[src/rtl/wb_result_arbiter_pkg.sv]
// Shared writeback types: result micro-op, branch provider, sequence numbers,
// plus the writeback arbiter sizing constants and a wrap-aware age helper.
package wb_result_arbiter_pkg;

    localparam int SQN_W  = 7;
    localparam int TAG_W  = 7;
    localparam int NM_W   = 5;
    localparam int DATA_W = 32;
    localparam int FLAG_W = 4;

    localparam int FIFO_DEPTH_WB   = 4;
    localparam int STARVE_LIMIT_WB = 3;

    typedef logic [SQN_W-1:0] SqN;

    typedef struct packed {
        logic [TAG_W-1:0]  tagDst;
        SqN                sqN;
        logic [NM_W-1:0]   nmDst;
        logic [DATA_W-1:0] result;
        logic [FLAG_W-1:0] flags;
    } RES_UOp;

    typedef struct packed {
        logic taken;
        SqN   sqN;
    } BranchProv;

    // True when a is strictly younger than b, i.e. $signed(a - b) > 0 across wrap.
    function automatic logic sqn_younger(input SqN a, input SqN b);
        SqN d;
        d = a - b;
        return !d[SQN_W-1] && (d != '0);
    endfunction

endpackage

[src/rtl/wb_flush_fifo.sv]
// Shift-register result buffer: entry 0 is the oldest; survivors of a flush
// and of a pop are compacted toward entry 0 and a push lands at the insert index.
module wb_flush_fifo
    import wb_result_arbiter_pkg::*;
#(
    parameter int DEPTH = FIFO_DEPTH_WB
) (
    input  logic   clk,
    input  logic   rst,
    input  logic   push,
    input  RES_UOp push_uop,
    input  logic   pop,
    input  logic   flush,
    input  SqN     flush_sqn,
    output RES_UOp head,
    output logic   full,
    output logic   empty
);

    localparam int AW = $clog2(DEPTH);
    localparam int CW = AW + 1;

    RES_UOp          entries [DEPTH];
    RES_UOp          entries_nxt [DEPTH];
    logic [CW-1:0]   count;
    logic [CW-1:0]   wr_idx;

    always_comb begin
        for (int i = 0; i < DEPTH; i++) begin
            entries_nxt[i] = '0;
        end
        wr_idx = '0;
        for (int i = 0; i < DEPTH; i++) begin
            if (CW'(i) < count && !(pop && i == 0) &&
                !(flush && sqn_younger(entries[i].sqN, flush_sqn))) begin
                entries_nxt[wr_idx[AW-1:0]] = entries[i];
                wr_idx = wr_idx + 1'b1;
            end
        end
        // The caller only pushes when a slot is free, so the guard never drops data.
        if (push && wr_idx < CW'(DEPTH)) begin
            entries_nxt[wr_idx[AW-1:0]] = push_uop;
            wr_idx = wr_idx + 1'b1;
        end
    end

    always_ff @(posedge clk) begin
        if (rst) begin
            count <= '0;
            for (int i = 0; i < DEPTH; i++) begin
                entries[i] <= '0;
            end
        end else begin
            count <= wr_idx;
            for (int i = 0; i < DEPTH; i++) begin
                entries[i] <= entries_nxt[i];
            end
        end
    end

    assign head  = entries[0];
    assign full  = (count == CW'(DEPTH));
    assign empty = (count == '0);

endmodule

[src/rtl/wb_result_arbiter.sv]
// Single writeback bus: fast FU results always win, slow FU results queue in a
// flushable buffer (or bypass it when idle), with a starvation hint upstream.
module wb_result_arbiter
    import wb_result_arbiter_pkg::*;
#(
    parameter int FIFO_DEPTH   = FIFO_DEPTH_WB,
    parameter int STARVE_LIMIT = STARVE_LIMIT_WB
) (
    input  logic      clk,
    input  logic      rst,
    input  BranchProv IN_branch,
    input  logic      IN_fastValid,
    input  RES_UOp    IN_fastUOp,
    input  logic      IN_slowValid,
    input  RES_UOp    IN_slowUOp,
    output logic      OUT_slowReady,
    output logic      OUT_resultValid,
    output RES_UOp    OUT_resultUOp,
    output logic      OUT_holdFast
);

    RES_UOp     head;
    logic       full;
    logic       empty;
    logic       flush;
    logic       fast_keep;
    logic       head_keep;
    logic       pop;
    logic       push;
    logic       slow_keep;
    logic       bypass;
    logic       fifo_push;
    logic [3:0] starve_cnt;

    assign flush     = IN_branch.taken;
    assign fast_keep = IN_fastValid && !(flush && sqn_younger(IN_fastUOp.sqN, IN_branch.sqN));
    assign head_keep = !empty && !(flush && sqn_younger(head.sqN, IN_branch.sqN));
    assign pop       = !fast_keep && head_keep;

    // Slow handshake: a transfer happens when IN_slowValid && OUT_slowReady.
    // A transfer killed by a flush is still a completed transfer.
    assign OUT_slowReady = !full || pop;
    assign push          = IN_slowValid && OUT_slowReady;
    assign slow_keep     = push && !(flush && sqn_younger(IN_slowUOp.sqN, IN_branch.sqN));
    assign bypass        = slow_keep && empty && !fast_keep;
    assign fifo_push     = slow_keep && !bypass;

    wb_flush_fifo #(.DEPTH(FIFO_DEPTH)) u_fifo (
        .clk       (clk),
        .rst       (rst),
        .push      (fifo_push),
        .push_uop  (IN_slowUOp),
        .pop       (pop),
        .flush     (flush),
        .flush_sqn (IN_branch.sqN),
        .head      (head),
        .full      (full),
        .empty     (empty)
    );

    // Emptying only happens through a pop or a flush, both of which clear the count.
    always_ff @(posedge clk) begin
        if (rst) begin
            starve_cnt <= '0;
        end else if (flush || pop) begin
            starve_cnt <= '0;
        end else if (fast_keep && !empty && starve_cnt != 4'hF) begin
            starve_cnt <= starve_cnt + 4'd1;
        end
    end

    always_ff @(posedge clk) begin
        if (rst) begin
            OUT_resultValid <= 1'b0;
            OUT_resultUOp   <= '0;
            OUT_holdFast    <= 1'b0;
        end else begin
            OUT_resultValid <= fast_keep || pop || bypass;
            OUT_resultUOp   <= fast_keep ? IN_fastUOp :
                               pop       ? head       :
                               bypass    ? IN_slowUOp : '0;
            OUT_holdFast    <= (starve_cnt >= 4'(STARVE_LIMIT)) && !empty;
        end
    end

endmodule

[config.mk]
export PLATFORM = sky130hd
export DESIGN_NAME = wb_result_arbiter
export DESIGN_NICKNAME = d
export VERILOG_FILES = /design/src/rtl/wb_result_arbiter_pkg.sv /design/src/rtl/wb_flush_fifo.sv /design/src/rtl/wb_result_arbiter.sv
export SDC_FILE = /design/constraint.sdc
export NUM_CORES = 1
export LEC_CHECK = 0
export CAP_MARGIN = 10
export CELL_PAD_IN_SITES_DETAIL_PLACEMENT = 1
export CELL_PAD_IN_SITES_GLOBAL_PLACEMENT = 1
export CORE_MARGIN = 5
export CORE_UTILIZATION = 25
export DETAILED_ROUTE_END_ITERATION = 8
export PLACE_DENSITY = 0.48
export REMOVE_ABC_BUFFERS = 1
export SLEW_MARGIN = 0
export SYNTH_ARGS = -nofsm -noshare
export SYNTH_HDL_FRONTEND = slang
export SYNTH_SLANG_ARGS = --single-unit
[constraint.sdc]
create_clock -name clk -period 8.3 [get_ports clk]
set_input_delay 2.075 -clock clk [delete_from_list [all_inputs] [get_ports clk]]
set_output_delay 2.075 -clock clk [all_outputs]
set_load 0.01 [all_outputs]
==> run summary, run 1 <==
reg2reg end: u_fifo.entries[3][19]$_SDFF_PP0_
post-CTS repair timing setup buffer count: 0
number of synthesized flops with an enable pin: 0
sw frac: 28.9%
hold_sp: starve_cnt[1]$_SDFFE_PP0P_
minimum clock period: 7.51 ns
initial antenna violation count: 0
Post-Syn Area per Cell: 8.37 um^2
Final setup violation count: 0
Max Cap Viol: 0
Arr. time, crit path: 7.98 ns
final wirelength: 78300 um
Synth Cell Area: 0.0165 mm^2
most common cell after layout, fill and taps aside: dfxtp_1
CTS sink cnt: 284
critical path type: input port to register
Min-Delay Endpoint: starve_cnt[1]$_SDFFE_PP0P_
clock skew: 0.0135 ns
number of placed cells counting well taps: 2856
Rows: 94
worst reg-to-reg path cell count: 24
Non-Filler Instances: 2923
sequential power share: 39.1%
CTS tree: yes
top post-synthesis cells by area: dfxtp_1, a211oi_1, nor2_1
GRT Residual Overflow: 0
WL/cell: 26.8 um
clk_lat worst skew: 0.56 ns
Post-CTS Resized: 0
Crit. End Element: register
drt first pass iters: 9
n_diodes: 0
die height: 267 um
clock network fraction of total power: 45.5%
Max Fclk: 133 MHz
Placer Congestion: 0.783
via/cell ratio: 5.89
Main synth FF type: dfxtp_1
Seq cells post-synth: 284
global-route wire length before repair: 117000 um
die area: 0.0713 mm^2
Worst EP required: 8.76 ns
DRC: 0
CTS Hold Bufs: 0
Total GRT Usage: 21.1%
Internal Power: 2.59 mW
starting density of the core: 25.2%
Worst-path clk slew: 0.06 ns
pin count of the biggest net entering global routing: 88
post-synthesis sequential area ratio: 34.4%
hold path depth: 2
io pins: 180
number of global-route vias before repair: 18328
fin. max-slew vios: 0
deepest clock path buffer count: 3
flop-to-flop setup slack: 2.50 ns
Slew @ Worst Pin: 1.04 ns
synth unique cells: 69
DR vias: 17211
Max-slew headroom: 30.4%
PD cells: 178 mW/mm^2
VDD IR-drop max: 0.132 mV
CP Max Fanout: 87
Synth top area share: 34.4%
commonest non-fill, non-tap cells in the layout: dfxtp_1, a211oi_1, nor2_1
Startpoint Class: input port
IO buf count: 179
fin crit share: 90.5%
DRT antenna net count: 0
Final nets: 2205
Root Driver: clkbuf_16
layout cells sized above 1: 9.76%
Switching Power: 1.05 mW
worst r2r src: u_fifo.entries[0][41]$_SDFF_PP0_
Lkg Pwr: 7.60 nW
CTS Buf Count: 40
Detailed Place HPWL: 45200 um
unrepaired setup endpoints after global routing: no
final number of hold-violating endpoints: 0
setup TNS: 0 ns
H-tree Lvls: 2
area leader, netlist: dfxtp_1
die width: 267 um
Initial DRC Count: 1314
core area: 0.0656 mm^2
synth warn: 0
ys async rst share: 0%
combinational power share: 15.4%
DP Area: 0.0193 mm^2
fin area: 0.0205 mm^2
Syn Inst Count: 1975
HP Class: register to register
area grow syn2layout: 24.1%
Pwr Total: 3.64 mW
status: finished clean
state kept, by name, summed over array words and instances, names as in the netlist:
name and cells:
OUT_resultUOp 55, OUT_resultValid 1, starve_cnt 4, u_fifo.entries 220, u_fifo.count 3, OUT_holdFast 1
layer usage:
| layer | global-route usage [%] | up-vias | part of all wire, % |
|---|---|---|---|
| li1 | - | 7797 | - |
| met1 | 28.7 | 8784 | 46 |
| met2 | 35.1 | 525 | 46 |
| met3 | 3.16 | 105 | 5.1 |
| met4 | 5.65 | 0 | 2.2 |
| met5 | 0 | - | 0 |
kinds of logic after synthesis:
logic type	after synthesis	synth area share, %
AOI/OAI and AO/OA	853	39.2
xor gates and xnor gates	24	1.27
adders and majority gates	49	3.98
buffers and inverters	305	7.45
DFF	284	34.4
muxes	18	1.18
and+or+nand+nor	442	12.5
worst max-delay path by stage:
stage / startpoint / to
floorplan: IN_fastUOp[41] / u_fifo.entries[1][47]$_SDFF_PP0_
global route: IN_branch[0] / u_fifo.entries[3][19]$_SDFF_PP0_
CTS: IN_branch[0] / OUT_slowReady
detailed placement: IN_branch[0] / u_fifo.entries[3][19]$_SDFF_PP0_
finish: IN_branch[0] / u_fifo.entries[3][19]$_SDFF_PP0_
global placement: IN_branch[0] / u_fifo.entries[1][43]$_SDFF_PP0_
cell type report:
type / instances / area (um^2)
tap: 864 / 1080
inverter: 82 / 310
clock buffer: 61 / 1160
timing repair buffer: 240 / 2440
multi-input combinational: 1386 / 9780
sequential: 284 / 5690
fill: 7590 / 45100
clock inverter: 6 / 51.3
synthesized netlist by cell type (4+ instances only):
master and instances:
o21ai_1 5, o211ai_1 4, clkbuf_1 154, a2bb2oi_1 49
inv_1 80, o41ai_1 8, a221oi_1 55, nand2_1 71
o21a_1 8, ha_1 43, and3_1 56, xnor2_1 10
o21ai_0 70, a21oi_1 88, a21o_1 5, or3_1 6
mux2i_1 15, a211oi_1 215, nor2_1 189, xor2_1 14
buf_1 12, nand3_1 10, nand4_1 4, buf_4 6
o211a_1 49, dfxtp_1 284, a31oi_1 53, o2111ai_1 6
o2bb2ai_1 4, nor2b_1 4, a22o_1 49, nand2b_1 11
buf_2 51, a222oi_1 60, a31o_2 50, or4_1 5
nor3_1 58, nor4_1 5, o22ai_1 50, fa_1 6
and2_1 8
stage by stage:
| step | hold slack [ns] | utilization [%] | setup WS [ns] |
|---|---|---|---|
| floorplan | 0.488 | - | -25.44 |
| global placement | 0.509 | 29.4 | 0.516 |
| detailed placement | 0.532 | 29.4 | 0.274 |
| CTS | 0.543 | 31.2 | 0.802 |
| global route | 0.566 | 31.2 | 0.475 |
| finish | 0.538 | 31.2 | 0.787 |
worst max-delay path: stages:
cell	delay (ns)
clkdlybuf4s50_1	0.50
buf_4	0.19
ha_1	0.22
fa_1	0.41
nand2b_1	0.18
a21oi_1	0.22
a21oi_1	0.08
o41ai_1	0.47
o21ai_0	0.29
ha_1	0.41
and2_1	0.19
a21oi_1	0.26
nand2_1	0.15
inv_1	0.11
ha_1	0.17
nand2_1	0.09
a21oi_4	0.16
xnor2_1	0.20
nor4bb_4	0.62
buf_12	0.44
a222oi_1	0.18
a211oi_1	0.30
power by group through the flow:
stage,registers (mW),clock network [mW],logic [mW]
after global routing,1.43,1.76,0.605
after CTS,1.42,1.72,0.568
after detailed placement,1.45,0,0.565
after floorplan,1.47,0,0.237
final,1.42,1.66,0.562
after global placement,1.45,0,0.561
Power figures use the tool's default switching activity.
==> run 2: changes to the inputs <==
--- a/config.mk
+++ b/config.mk
@@ -8,9 +8,11 @@
 export CAP_MARGIN = 10
 export CELL_PAD_IN_SITES_DETAIL_PLACEMENT = 1
 export CELL_PAD_IN_SITES_GLOBAL_PLACEMENT = 1
+export CORE_ASPECT_RATIO = 1.1
 export CORE_MARGIN = 5
 export CORE_UTILIZATION = 25
 export DETAILED_ROUTE_END_ITERATION = 8
+export HOLD_SLACK_MARGIN = 0.15
 export PLACE_DENSITY = 0.48
 export REMOVE_ABC_BUFFERS = 1
 export SLEW_MARGIN = 0
==> run summary, run 2 (same netlist as run 1, synthesis figures left out) <==
status: finished clean
setup TNS: 0 ns (unchanged)
clk_lat worst skew: 0.56 ns (about the same)
area grow syn2layout: 23.2%
PD cells: 176 mW/mm^2 (-0.80%)
Initial DRC Count: 1225 (-6.8%)
Pwr Total: 3.59 mW (-1.5%)
flop-to-flop setup slack: 2.44 ns (-0.06 ns)
Top reg by flops: u_fifo.entries
DP Area: 0.0192 mm^2 (-0.47%)
clock skew: 0.0133 ns (-0.000140 ns)
CP Max Fanout: 31 (-64%)
Placer Congestion: 0.807 (+3.1%)
die area: 0.0713 mm^2 (about the same)
Max Cap Viol: 0 (unchanged)
fin area: 0.0204 mm^2 (-0.71%)
number of global-route vias before repair: 18041 (-1.6%)
unrepaired setup endpoints after global routing: no
worst reg-to-reg path cell count: 24 (unchanged)
n_diodes: 0 (unchanged)
Worst EP required: 8.78 ns (+0.02 ns)
Crit. End Element: register
H-tree Lvls: 2 (unchanged)
via/cell ratio: 5.91 (+0.35%)
HP Class: register to register
die height: 280 um (+4.7%)
Critical Path End: u_fifo.entries[1][50]$_SDFF_PP0_
global-route wire length before repair: 117000 um (-0.54%)
pin count of the biggest net entering global routing: 114 (+30%)
CTS tree: yes
max incr delay on CP: 0.68 ns (+0.06 ns)
Worst path slowest cell: clkdlybuf4s50_1
post-CTS repair timing setup buffer count: 0 (unchanged)
most common cell after layout, fill and taps aside: dfxtp_1
Post-CTS Resized: 0 (unchanged)
Final setup violation count: 0 (unchanged)
die width: 255 um (-4.5%)
deepest clock path buffer count: 3 (unchanged)
Worst Path Buf+Inv: 5 (+1)
initial antenna violation count: 0 (unchanged)
max FFs per register: 220 (unchanged)
fin crit share: 92.9% (+2.3 points)
Lkg Pwr: 7.54 nW (-0.83%)
final number of hold-violating endpoints: 0 (unchanged)
DR vias: 17129 (-0.48%)
fin. max-slew vios: 0 (unchanged)
DRT antenna net count: 0 (unchanged)
Max-slew headroom: 29.7% (-0.77 points)
Final nets: 2195 (-0.45%)
Worst-path clk slew: 0.06 ns (about the same)
commonest non-fill, non-tap cells in the layout: dfxtp_1, a211oi_1, nor2_1
Root Driver: clkbuf_16
drt first pass iters: 9 (unchanged)
IO buf count: 179 (unchanged)
Detailed Place HPWL: 44700 um (-1.1%)
CTS Hold Bufs: 0 (unchanged)
Slew @ Worst Pin: 1.05 ns (+0.00764 ns)
reg2reg end: u_fifo.entries[1][50]$_SDFF_PP0_
Startpoint Class: input port
critical path type: input port to register
Rows: 98 (+4.3%)
layout cells sized above 1: 9.42% (-0.34 points)
Arr. time, crit path: 8.19 ns (+0.21 ns)
VDD IR-drop max: 0.111 mV (-16%)
Core Util, Final: 31.2% (-0.035 points)
Largest regs: u_fifo.entries x220, OUT_resultUOp x55, starve_cnt x4
fill cell count: 7542 (-0.63%)
CTS sink cnt: 284 (unchanged)
origin of the worst setup path: IN_branch[0]
Max Fclk: 130 MHz (-2.5%)
hold path depth: 2 (unchanged)
final wirelength: 78300 um (about the same)
Crit path depth: 24 (+9.1%)
worst hold margin: 0.540 ns (+0.00221 ns)
CP top delay family: compound AO/OA/AOI/OAI gates
minimum clock period: 7.71 ns (+0.194 ns)
WL/cell: 27.0 um (+0.76%)
GRT Residual Overflow: 0 (unchanged)
starting density of the core: 25.3% (+0.15 points)
worst r2r src: u_fifo.entries[0][41]$_SDFF_PP0_
core area: 0.0652 mm^2 (-0.60%)
io pins: 180 (unchanged)
DRC: 0 (unchanged)
Cell Chain, Critical Path: clkdlybuf4s50_1 -> ha_1 -> inv_1 -> fa_1 -> a211oi_1 -> o31ai_1 -> a21oi_1 -> xnor2_1 -> o21ai_4 -> nor2_4 -> inv_1 -> ha_1 -> and2_1 -> a21oi_1 -> nand2_1 -> inv_1 -> ha_1 -> nand2_1 -> a21oi_4 -> xnor2_1 -> nor4bb_4 -> nand2_4 -> buf_12 -> a21oi_1
Total GRT Usage: 21.0% (-0.11 points)
CTS Buf Count: 39 (-2.5%)
[run 2: per-stage QoR]
stage	cells	setup slack, ns
floorplan	1752	-25.44
global placement	2833	0.326
detailed placement	2833	0.0594
CTS	2899	0.632
global route	2899	0.143
finish	2899	0.592
[run 2: worst min-delay path, cell delays in order (launching register included)]
cell and delay (ns):
dfxtp_1 0.33, a211oi_1 0.07, nor3_1 0.11
[run 2: worst min path at each step]
stage | start | end | slack [ns]
2_1_floorplan | starve_cnt[1]$_SDFFE_PP0P_ | starve_cnt[1]$_SDFFE_PP0P_ | 0.49
3_3_place_gp | starve_cnt[1]$_SDFFE_PP0P_ | starve_cnt[1]$_SDFFE_PP0P_ | 0.51
3_5_place_dp | u_fifo.entries[1][16]$_SDFF_PP0_ | u_fifo.entries[1][16]$_SDFF_PP0_ | 0.53
4_1_cts | u_fifo.entries[1][1]$_SDFF_PP0_ | u_fifo.entries[1][1]$_SDFF_PP0_ | 0.54
5_1_grt | u_fifo.entries[1][32]$_SDFF_PP0_ | u_fifo.entries[1][32]$_SDFF_PP0_ | 0.56
6_report | u_fifo.entries[0][12]$_SDFF_PP0_ | OUT_resultUOp[12]$_SDFF_PP0_ | 0.54
[run 2: per-layer routing]
layer,track usage [%],wire length (um),vias to the layer above
li1,-,-,7770
met1,27.5,34600,8739
met2,36.4,38100,511
met3,2.70,3610,109
met4,5.45,1930,0
met5,0,0,-
[run 2: final cells by class]
class	instances	area [um^2]	share of cell area (%)
clock buffers	55	1070	5.24
clock inverters	11	91.3	0.449
inverters	82	310	1.52
multi-input cells	1386	9770	48.0
flip-flops and latches	284	5690	27.9
well taps	850	1060	5.22
repair buffers	231	2370	11.6
[run 2: power breakdown]
group / leakage, nW / internal, mW / total (mW) / switching (mW)
Sequential: 2.30 / 1.41 / 1.42 / 0.0169
Clock: 0.560 / 0.923 / 1.61 / 0.685
Combinational: 4.67 / 0.217 / 0.554 / 0.337
Total: 7.54 / 2.55 / 3.59 / 1.04
==> run 3: changes to the inputs <==
--- a/config.mk
+++ b/config.mk
@@ -14,6 +14,7 @@
 export DETAILED_ROUTE_END_ITERATION = 8
 export HOLD_SLACK_MARGIN = 0.15
 export PLACE_DENSITY = 0.48
+export RECOVER_POWER = 25
 export REMOVE_ABC_BUFFERS = 1
 export SLEW_MARGIN = 0
 export SYNTH_ARGS = -nofsm -noshare
==> run summary, run 3 (same netlist as run 1, synthesis figures left out) <==
status: complete, but fails checks
failing checks: max-capacitance violations, max-slew violations
final number of hold-violating endpoints: 0 (unchanged)
layout cells sized above 1: 9.32% (-0.098 points)
drt first pass iters: 7 (-2)
Crit. End Element: register
Startpoint Class: input port
origin of the worst setup path: IN_branch[0]
fin. max-slew vios: 83 (+83)
PD cells: 176 mW/mm^2 (-0.30%)
CTS Buf Count: 39 (unchanged)
clock skew: 0.0122 ns (-0.00111 ns)
Slew @ Worst Pin: 2.70 ns (+1.65 ns)
max FFs per register: 220 (unchanged)
minimum clock period: 7.71 ns (+0.00342 ns)
CTS sink cnt: 284 (unchanged)
initial antenna violation count: 0 (unchanged)
io pins: 180 (unchanged)
reg2reg end: u_fifo.entries[1][50]$_SDFF_PP0_
die area: 0.0713 mm^2 (unchanged)
WL/cell: 27.0 um (about the same)
GRT Residual Overflow: 0 (unchanged)
area grow syn2layout: 23.1% (about the same)
number of global-route vias before repair: 18041 (unchanged)
worst r2r src: u_fifo.entries[0][41]$_SDFF_PP0_
clk_lat worst skew: 0.56 ns (about the same)
Arr. time, crit path: 8.19 ns (about the same)
HP Class: register to register
unrepaired setup endpoints after global routing: no
CTS Hold Bufs: 0 (unchanged)
H-tree Lvls: 2 (unchanged)
Detailed Place HPWL: 44700 um (unchanged)
Placer Congestion: 0.807 (unchanged)
CTS tree: yes
die height: 280 um (unchanged)
worst reg-to-reg path cell count: 24 (unchanged)
die width: 255 um (unchanged)
Total GRT Usage: 21.0% (unchanged)
Top reg by flops: u_fifo.entries
Max Fclk: 130 MHz (about the same)
fin crit share: 92.9% (about the same)
starting density of the core: 25.3% (unchanged)
post-CTS repair timing setup buffer count: 0 (unchanged)
DRT antenna net count: 0 (unchanged)
flop-to-flop setup slack: 2.44 ns (about the same)
pin count of the biggest net entering global routing: 114 (unchanged)
worst hold margin: 0.540 ns (-0.000365 ns)
DR vias: 17086 (-0.25%)
Final setup violation count: 0 (unchanged)
Post-CTS Resized: 0 (unchanged)
number of placed cells counting well taps: 2833 (unchanged)
IO buf count: 179 (unchanged)
Largest regs: u_fifo.entries x220, OUT_resultUOp x55, starve_cnt x4
DRC: 0 (unchanged)
Critical Path End: u_fifo.entries[1][50]$_SDFF_PP0_
commonest non-fill, non-tap cells in the layout: dfxtp_1, a211oi_1, nor2_1
Worst-path clk slew: 0.06 ns (about the same)
final wirelength: 78200 um (about the same)
Worst EP required: 8.78 ns (about the same)
global-route wire length before repair: 117000 um (unchanged)
deepest clock path buffer count: 3 (unchanged)
Pwr Total: 3.57 mW (-0.38%)
VDD IR-drop max: 0.111 mV (+0.31%)
via/cell ratio: 5.89 (-0.25%)
CP Max Fanout: 31 (unchanged)
Max Cap Viol: 2 (+2)
Final nets: 2195 (unchanged)
Max-slew headroom: -80.4% (-110 points)
core area: 0.0652 mm^2 (unchanged)
Root Driver: clkbuf_16
most common cell after layout, fill and taps aside: dfxtp_1
Lkg Pwr: 7.67 nW (+1.7%)
Rows: 98 (unchanged)
Non-Filler Instances: 2899 (unchanged)
n_diodes: 0 (unchanged)
Initial DRC Count: 1225 (unchanged)
critical path type: input port to register
[run 3: critical path, stage by stage]
cell and delay (ns):
clkdlybuf4s50_1 0.68, ha_1 0.24, inv_1 0.06, fa_1 0.40
a211oi_1 0.47, o31ai_1 0.14, a21oi_1 0.30, xnor2_1 0.27
o21ai_4 0.12, nor2_4 0.10, inv_1 0.08, ha_1 0.33
and2_1 0.20, a21oi_1 0.25, nand2_1 0.15, inv_1 0.12
ha_1 0.17, nand2_1 0.09, a21oi_4 0.21, xnor2_1 0.21
nor4bb_4 0.60, nand2_4 0.42, buf_12 0.32, a21oi_1 0.17
[run 3: worst min path at each step]
| stage | startpoint | to | cells past startpoint |
|---|---|---|---|
| 6_report | u_fifo.entries[0][12]$_SDFF_PP0_ | OUT_resultUOp[12]$_SDFF_PP0_ | 2 |
| 5_1_grt | u_fifo.entries[1][32]$_SDFF_PP0_ | u_fifo.entries[1][32]$_SDFF_PP0_ | 2 |
| 4_1_cts | u_fifo.entries[1][1]$_SDFF_PP0_ | u_fifo.entries[1][1]$_SDFF_PP0_ | 2 |
| 3_5_place_dp | u_fifo.entries[1][16]$_SDFF_PP0_ | u_fifo.entries[1][16]$_SDFF_PP0_ | 2 |
| 3_3_place_gp | starve_cnt[1]$_SDFFE_PP0P_ | starve_cnt[1]$_SDFFE_PP0P_ | 2 |
| 2_1_floorplan | starve_cnt[1]$_SDFFE_PP0P_ | starve_cnt[1]$_SDFFE_PP0P_ | 2 |
[run 3: cell type report]
class / instances / area (um^2)
well taps: 850 / 1060
inverters: 82 / 310
clock inverters: 11 / 91.3
flip-flops and latches: 284 / 5690
clock buffers: 55 / 1070
fillers: 7544 / 44900
repair buffers: 231 / 2360
multi-input cells: 1386 / 9760
[run 3: through the flow]
stage                      TNS, ns  cell area [um^2]  worst slack, ns  util [%]
after global routing             0             20300            0.143      31.2
after global placement           0             19200            0.326      29.4
final                            0             20300            0.589      31.2
after floorplan           -4187.76             15600           -25.44         -
after detailed placement         0             19200           0.0594      29.4
after CTS                        0             20400            0.632      31.2
[run 3: where the power goes]
group,internal [mW],switching (mW),leakage (nW)
clock,0.923,0.685,0.560
combinational,0.206,0.337,4.81
sequential,1.41,0.0154,2.30
[run 3: layer usage]
| metal | vias to the layer above | global-route usage (%) | part of all wire (%) |
|---|---|---|---|
| met5 | - | 0 | 0 |
| met3 | 109 | 2.70 | 4.6 |
| li1 | 7771 | - | - |
| met1 | 8709 | 27.5 | 44 |
| met4 | 0 | 5.45 | 2.5 |
| met2 | 497 | 36.4 | 49 |
